`src/rtl/pwm_generator_if.sv`:
```
`default_nettype none
// pwm_generator_if: controller-side request/acknowledge bundle between the angle-to-PWM controller and pwm_generator.
// Revision: 1.0
interface pwm_generator_if;
  logic       pwm_enable;
  logic       pwm_update;
  logic [7:0] pwm_ratio;
  logic       pwm_direction;
  logic       pwm_done;

  modport master (
    output pwm_enable,
    output pwm_update,
    output pwm_ratio,
    output pwm_direction,
    input  pwm_done
  );

  modport slave (
    input  pwm_enable,
    input  pwm_update,
    input  pwm_ratio,
    input  pwm_direction,
    output pwm_done
  );
endinterface
`default_nettype wire

```
`src/rtl/pwm_generator.sv`:
```
`default_nettype none
// pwm_generator: 255-step PWM for the steering H-bridge; ratio changes land on period boundaries, reversals insert coast dead-time.
// Revision: 1.0
module pwm_generator #(
  parameter int unsigned PRESCALE         = 4,
  parameter int unsigned DEADTIME_PERIODS = 2
) (
  input  wire         clock,
  input  wire         reset_n,
  pwm_generator_if.slave ctrl,
  output logic        pwm_out,
  output logic        dir_out,
  output logic [7:0]  active_ratio
);

  localparam logic [15:0] PRESCALE_LAST = 16'(PRESCALE - 1);
  localparam logic [7:0]  TICK_LAST     = 8'd254;
  localparam logic [3:0]  DEADTIME_INIT = 4'(DEADTIME_PERIODS);

  typedef enum logic [1:0] {
    ST_OFF      = 2'd0,
    ST_RUN      = 2'd1,
    ST_DEADTIME = 2'd2
  } state_t;

  state_t      state;
  logic [15:0] prescale_cnt;
  logic [7:0]  tick_cnt;
  logic        pending;
  logic [3:0]  dead_cnt;
  logic [7:0]  held_ratio;
  logic        held_dir;
  logic        done_q;

  logic tick;
  logic boundary;
  logic take_update;

  assign tick        = (prescale_cnt == PRESCALE_LAST);
  assign boundary    = tick && (tick_cnt == TICK_LAST);
  assign take_update = (state == ST_RUN) && boundary && (pending || ctrl.pwm_update);

  assign ctrl.pwm_done = done_q;

  always_ff @(posedge clock or negedge reset_n) begin
    if (!reset_n) begin
      state        <= ST_OFF;
      prescale_cnt <= '0;
      tick_cnt     <= '0;
      pending      <= 1'b0;
      dead_cnt     <= '0;
      held_ratio   <= '0;
      held_dir     <= 1'b0;
      done_q       <= 1'b0;
      pwm_out      <= 1'b0;
      dir_out      <= 1'b0;
      active_ratio <= '0;
    end else if (!ctrl.pwm_enable) begin
      // Disable wins over everything; dir_out is deliberately kept.
      state        <= ST_OFF;
      prescale_cnt <= '0;
      tick_cnt     <= '0;
      pending      <= 1'b0;
      active_ratio <= '0;
      pwm_out      <= 1'b0;
      done_q       <= 1'b0;
    end else begin
      pwm_out <= (state == ST_RUN) && (tick_cnt < active_ratio);
      pending <= (pending || ctrl.pwm_update) && !take_update;

      if (state == ST_OFF) begin
        state <= ST_RUN;
      end else begin
        prescale_cnt <= tick ? 16'd0 : prescale_cnt + 16'd1;
        if (tick) begin
          tick_cnt <= (tick_cnt == TICK_LAST) ? 8'd0 : tick_cnt + 8'd1;
        end

        case (state)
          ST_RUN: begin
            if (take_update) begin
              done_q <= 1'b0;
              if (ctrl.pwm_direction == dir_out) begin
                active_ratio <= ctrl.pwm_ratio;
              end else begin
                // Reversal: coast first, apply the sampled request afterwards.
                held_ratio   <= ctrl.pwm_ratio;
                held_dir     <= ctrl.pwm_direction;
                active_ratio <= '0;
                dead_cnt     <= DEADTIME_INIT;
                state        <= ST_DEADTIME;
              end
            end else if (boundary) begin
              done_q <= 1'b1;
            end
          end
          ST_DEADTIME: begin
            done_q <= 1'b0;
            if (boundary) begin
              if (dead_cnt == 4'd1) begin
                dir_out      <= held_dir;
                active_ratio <= held_ratio;
                state        <= ST_RUN;
              end else begin
                dead_cnt <= dead_cnt - 4'd1;
              end
            end
          end
          default: state <= ST_OFF;
        endcase
      end
    end
  end

endmodule
`default_nettype wire
```
`src/flat_wrapper.sv`:
```
// flat-port wrapper written by rule: the top's interface ports become plain ports
module pwm_generator_flat 
#(
  parameter int unsigned PRESCALE         = 4,
  parameter int unsigned DEADTIME_PERIODS = 2
)
  (clock, reset_n, pwm_out, dir_out, active_ratio, ctrl_pwm_enable, ctrl_pwm_update, ctrl_pwm_ratio, ctrl_pwm_direction, ctrl_pwm_done);
  pwm_generator_if ctrl_i ();
  input  wire clock;
  input  wire reset_n;
  output logic pwm_out;
  output logic dir_out;
  output logic [7:0] active_ratio;
  input wire logic [$bits(ctrl_i.pwm_enable)-1:0] ctrl_pwm_enable;
  input wire logic [$bits(ctrl_i.pwm_update)-1:0] ctrl_pwm_update;
  input wire logic [$bits(ctrl_i.pwm_ratio)-1:0] ctrl_pwm_ratio;
  input wire logic [$bits(ctrl_i.pwm_direction)-1:0] ctrl_pwm_direction;
  output wire logic [$bits(ctrl_i.pwm_done)-1:0] ctrl_pwm_done;
  assign ctrl_i.pwm_enable = ctrl_pwm_enable;
  assign ctrl_i.pwm_update = ctrl_pwm_update;
  assign ctrl_i.pwm_ratio = ctrl_pwm_ratio;
  assign ctrl_i.pwm_direction = ctrl_pwm_direction;
  assign ctrl_pwm_done = ctrl_i.pwm_done;
  pwm_generator #(.PRESCALE(PRESCALE), .DEADTIME_PERIODS(DEADTIME_PERIODS)) u_core (.clock(clock), .reset_n(reset_n), .ctrl(ctrl_i), .pwm_out(pwm_out), .dir_out(dir_out), .active_ratio(active_ratio));
endmodule
```
`config.mk`:
```
export PLATFORM = sky130hd
export DESIGN_NAME = pwm_generator_flat
export DESIGN_NICKNAME = d
export VERILOG_FILES = /design/src/rtl/pwm_generator_if.sv /design/src/rtl/pwm_generator.sv /design/src/flat_wrapper.sv
export SDC_FILE = /design/constraint.sdc
export NUM_CORES = 1
export LEC_CHECK = 0
export CAP_MARGIN = 20
export CORE_MARGIN = 2
export CORE_UTILIZATION = 50
export CTS_CLUSTER_SIZE = 30
export DETAILED_ROUTE_END_ITERATION = 10
export HOLD_SLACK_MARGIN = 0.12
export MAX_ROUTING_LAYER = met4
export PLACE_DENSITY = 0.7
export REMOVE_ABC_BUFFERS = 1
export SETUP_SLACK_MARGIN = 0.05
export SLEW_MARGIN = 5
export SYNTH_ARGS = -nofsm -noshare
export SYNTH_HDL_FRONTEND = slang
export SYNTH_SLANG_ARGS = --single-unit
```
`constraint.sdc`:
```
create_clock -name clock -period 5.8 [get_ports clock]
set_clock_uncertainty 0.1 [all_clocks]
set_input_delay 1.16 -clock clock [delete_from_list [all_inputs] [get_ports clock]]
set_output_delay 1.16 -clock clock [all_outputs]
set_load 0.01 [all_outputs]
```
==> key figures <==
CTS
  • Post-CTS Repair Setup Buffers: 0
  • Worst-Skew Late Latency: 0.31 ns
  • CTS Hold Bufs: 0
  • CTS clock-pin slew for the worst setup and hold paths: 0.09 ns
  • CTS Buffer Depth: 2
  • Clock root cell: clkbuf_8
  • Clock sink count: 51
  • Post-CTS Resized: 0
  • H-Tree Depth: 2
  • CTS tree: built
  • CTS buffer count: 5

Critical path
  • FF-to-FF End: u_core.tick_cnt[1]$_DFFE_PN0P_
  • Worst Setup Start Kind: input pin
  • Worst path cell trace: clkdlybuf4s50_1 > and3b_1 > nor2_1 > o211a_1 > mux2_1
  • Worst reg-to-reg path cell count: 5
  • WP data arrival: 3.22 ns
  • Slowest stage cell, crit path: clkdlybuf4s50_1
  • WP data required: 5.90 ns
  • Max FO, Critical Path: 15
  • Worst Setup EP: u_core.active_ratio[0]$_DFFE_PN0P_
  • Crit path from: ctrl_pwm_enable
  • Worst reg2reg path startpoint: u_core.prescale_cnt[0]$_DFFE_PN0P_
  • Type of the worst setup path: input pin to flop
  • Max incr delay on CP: 0.78 ns
  • R2r setup slk: 3.17 ns
  • Crit end category: flop

Detailed routing
  • Post-route ant nets: 0
  • Post-route DRC violation count: 0
  • WL per Instance: 15.83 um
  • Via count: 2329
  • DR iter-0 viols: 167
  • Via/cell ratio: 6.034
  • 1st-pass router iterations: 4
  • Drt total wl: 6.112 mm

Global route
  • GRT Util Overall: 21.03%
  • Largest net degree at the start of global routing: 52
  • Global-route wire length before repair: 10.72 mm
  • Grt ovf: 0
  • Initial antenna violation count: 0
  • Vias in the first global route: 2260

Die
  • Io pins: 24
  • Starting Density: 51.25%
  • Total Die Area: 6671 um2
  • Die height: 81.68 um
  • Chip Width: 81.68 um
  • Core area: 5886 um2
  • FP Rows: 28

Cells and area
  • Synthesis-to-finish area growth: 11.32%
  • Fin nets: 335
  • Cell Count, Final, Fillers Out: 386
  • Fraction of layout cells with a size suffix above 1: 8.039%
  • ANT cells: 0

Placement
  • Post-Place Cells: 378
  • RePlAce Congestion: 0.9030
  • Port Buf Inserts: 23
  • Hpwl dp: 4.363 mm

Yosys
  • Dominant cells by area after synthesis: dfrtp_1 42%, ha_1 5.0%, mux2_1 4.1%
  • Syn Inst Count: 294
  • EDFF count, synth: 0
  • Top FF cell, synth: dfrtp_1
  • Synth unique cells: 65
  • Yosys Warn Count: 0
  • Register area share after synthesis: 42.31%
  • Commonest cells post-synth: 51 x dfrtp_1, 19 x nor2_1, 13 x inv_1, 13 x nand2_1, 13 x nor3_1
  • Post-Syn Area: 3017 um2
  • Count leader, synth: dfrtp_1
  • Post-synth top area share: 42.31%
  • #FFs+latches synth: 51
  • Syn_area_per_cell: 10.26 um2
  • Leading area contributor after synthesis: dfrtp_1
  • Async SR Flop Fraction: 100.0%

STA
  • Slew HR: 53.09%
  • Slew Viols, Final: 0
  • Final setup fails: 0
  • RSZ-0062 raised after global routing: false
  • Maximum clock frequency: 320.8 MHz
  • Final hold viol count: 0
  • Final TNS setup: 0 ns
  • Fin crit share: 53.75%
  • Worst-Margin Slew: 0.7036 ns
  • Post-layout min period: 3.117 ns

Worst hold path
  • HP Class: flop to flop

Power and ir drop
  • Maximum VDD drop: 0.1512 mV
  • Design Power: 0.8186 mW
  • Leakage power: 1.397 nW
  • PwrDens: 243.8 nW/um2

Job
  • Maxcap violations: 0

Status
  • Status: complete, no violations
==> state kept, by name, summed over array words and instances (netlist names) <==
| register | flops |
|---|---|
| u_core.dir_out | 1 |
| u_core.active_ratio | 8 |
| u_core.pending | 1 |
| u_core.tick_cnt | 8 |
| u_core.ctrl.pwm_done | 1 |
| u_core.held_ratio | 8 |
| u_core.state | 2 |
| u_core.pwm_out | 1 |
| u_core.held_dir | 1 |
| u_core.prescale_cnt | 16 |
| u_core.dead_cnt | 4 |
==> per-layer routing <==
metal | up-vias | part of all wire (%) | global-route usage (%)
li1 | 1143 | - | -
met1 | 1150 | 47 | 27.63
met2 | 30 | 49 | 34.02
met3 | 6 | 2.6 | 4.396
met4 | 0 | 0.85 | 4.167
met5 | - | 0 | -
==> area by class of cell <==
type                            count  area (um2)
Clock inverter                      1       7.507
Timing Repair Buffer               24       232.7
Fill cell                         527        2527
Multi-Input combinational cell    214        1599
Clock buffer                        7       96.34
Inverter                           14       52.55
Sequential cell                    51        1276
Tap cell                           75       93.84
==> cells by family after synthesis <==
logic type      synth area share [%]
simple gates                   24.14
mux                            8.171
flops                          42.31
compound gates                 13.98
xor+xnor                       1.742
buf+inv                        4.687
fa+ha+maj                      4.977
==> placed cells by master (no fill, tap or decap), types with 4 or more instances in the layout <==
| cell | synthesis | layout |
|---|---|---|
| a21oi_1 | 11 | 11 |
| nor3_1 | 13 | 13 |
| nand2b_1 | 6 | 6 |
| mux2i_1 | 10 | 10 |
| mux2_1 | 11 | 11 |
| a22oi_1 | 7 | 7 |
| or3_1 | 6 | 6 |
| ha_1 | 12 | 12 |
| clkbuf_8 | 0 | 7 |
| nor2_1 | 19 | 19 |
| xnor2_1 | 4 | 4 |
| dfrtp_1 | 51 | 51 |
| o21ai_0 | 8 | 8 |
| clkdlybuf4s50_1 | 0 | 22 |
| nand3_1 | 8 | 8 |
| nand2_1 | 13 | 13 |
| nor4_1 | 9 | 9 |
| a221o_1 | 4 | 4 |
| nand4_1 | 9 | 9 |
| and3_1 | 4 | 4 |
| inv_1 | 13 | 13 |
==> report_power, final <==
| part | switching, mW | internal, mW |
|---|---|---|
| logic | 0.0948 | 0.0826 |
| clock network | 0.118 | 0.109 |
| registers | 0.0324 | 0.382 |
| total | 0.246 | 0.573 |
==> worst min path at each step <==
| stage | end | start | slack (ns) | cells after the start |
|---|---|---|---|---|
| 3_5_place_dp | u_core.held_ratio[6]$_DFFE_PN0P_ | u_core.held_ratio[6]$_DFFE_PN0P_ | 0.38 | 1 |
| 2_1_floorplan | u_core.held_dir$_DFFE_PN0P_ | u_core.held_dir$_DFFE_PN0P_ | 0.36 | 1 |
| 5_1_grt | u_core.held_dir$_DFFE_PN0P_ | u_core.held_dir$_DFFE_PN0P_ | 0.42 | 1 |
| 6_report | u_core.held_ratio[7]$_DFFE_PN0P_ | u_core.held_ratio[7]$_DFFE_PN0P_ | 0.40 | 1 |
| 4_1_cts | u_core.held_ratio[6]$_DFFE_PN0P_ | u_core.held_ratio[6]$_DFFE_PN0P_ | 0.40 | 1 |
| 3_3_place_gp | u_core.held_dir$_DFFE_PN0P_ | u_core.held_dir$_DFFE_PN0P_ | 0.37 | 1 |
==> worst max-delay path: cells and delay by family <==
kind            cells  cell delay, ns
buf+inv             1            0.78
simple gates        2            0.55
compound gates      1            0.36
mux                 1            0.36
==> per-stage QoR <==
step | cell area [um2] | utilization [%] | hold slack, ns | setup WS, ns
final | 3358 | 57.06 | 0.3973 | 2.683
after global routing | 3358 | 57.06 | 0.4222 | 2.530
after CTS | 3358 | 57.06 | 0.4035 | 2.711
after detailed placement | 3254 | 55.29 | 0.3813 | 2.379
after global placement | 3254 | 55.29 | 0.3715 | 2.401
after floorplan | 2928 | - | 0.3602 | 3.364
Note: power is estimated with default switching activity, not from simulation.
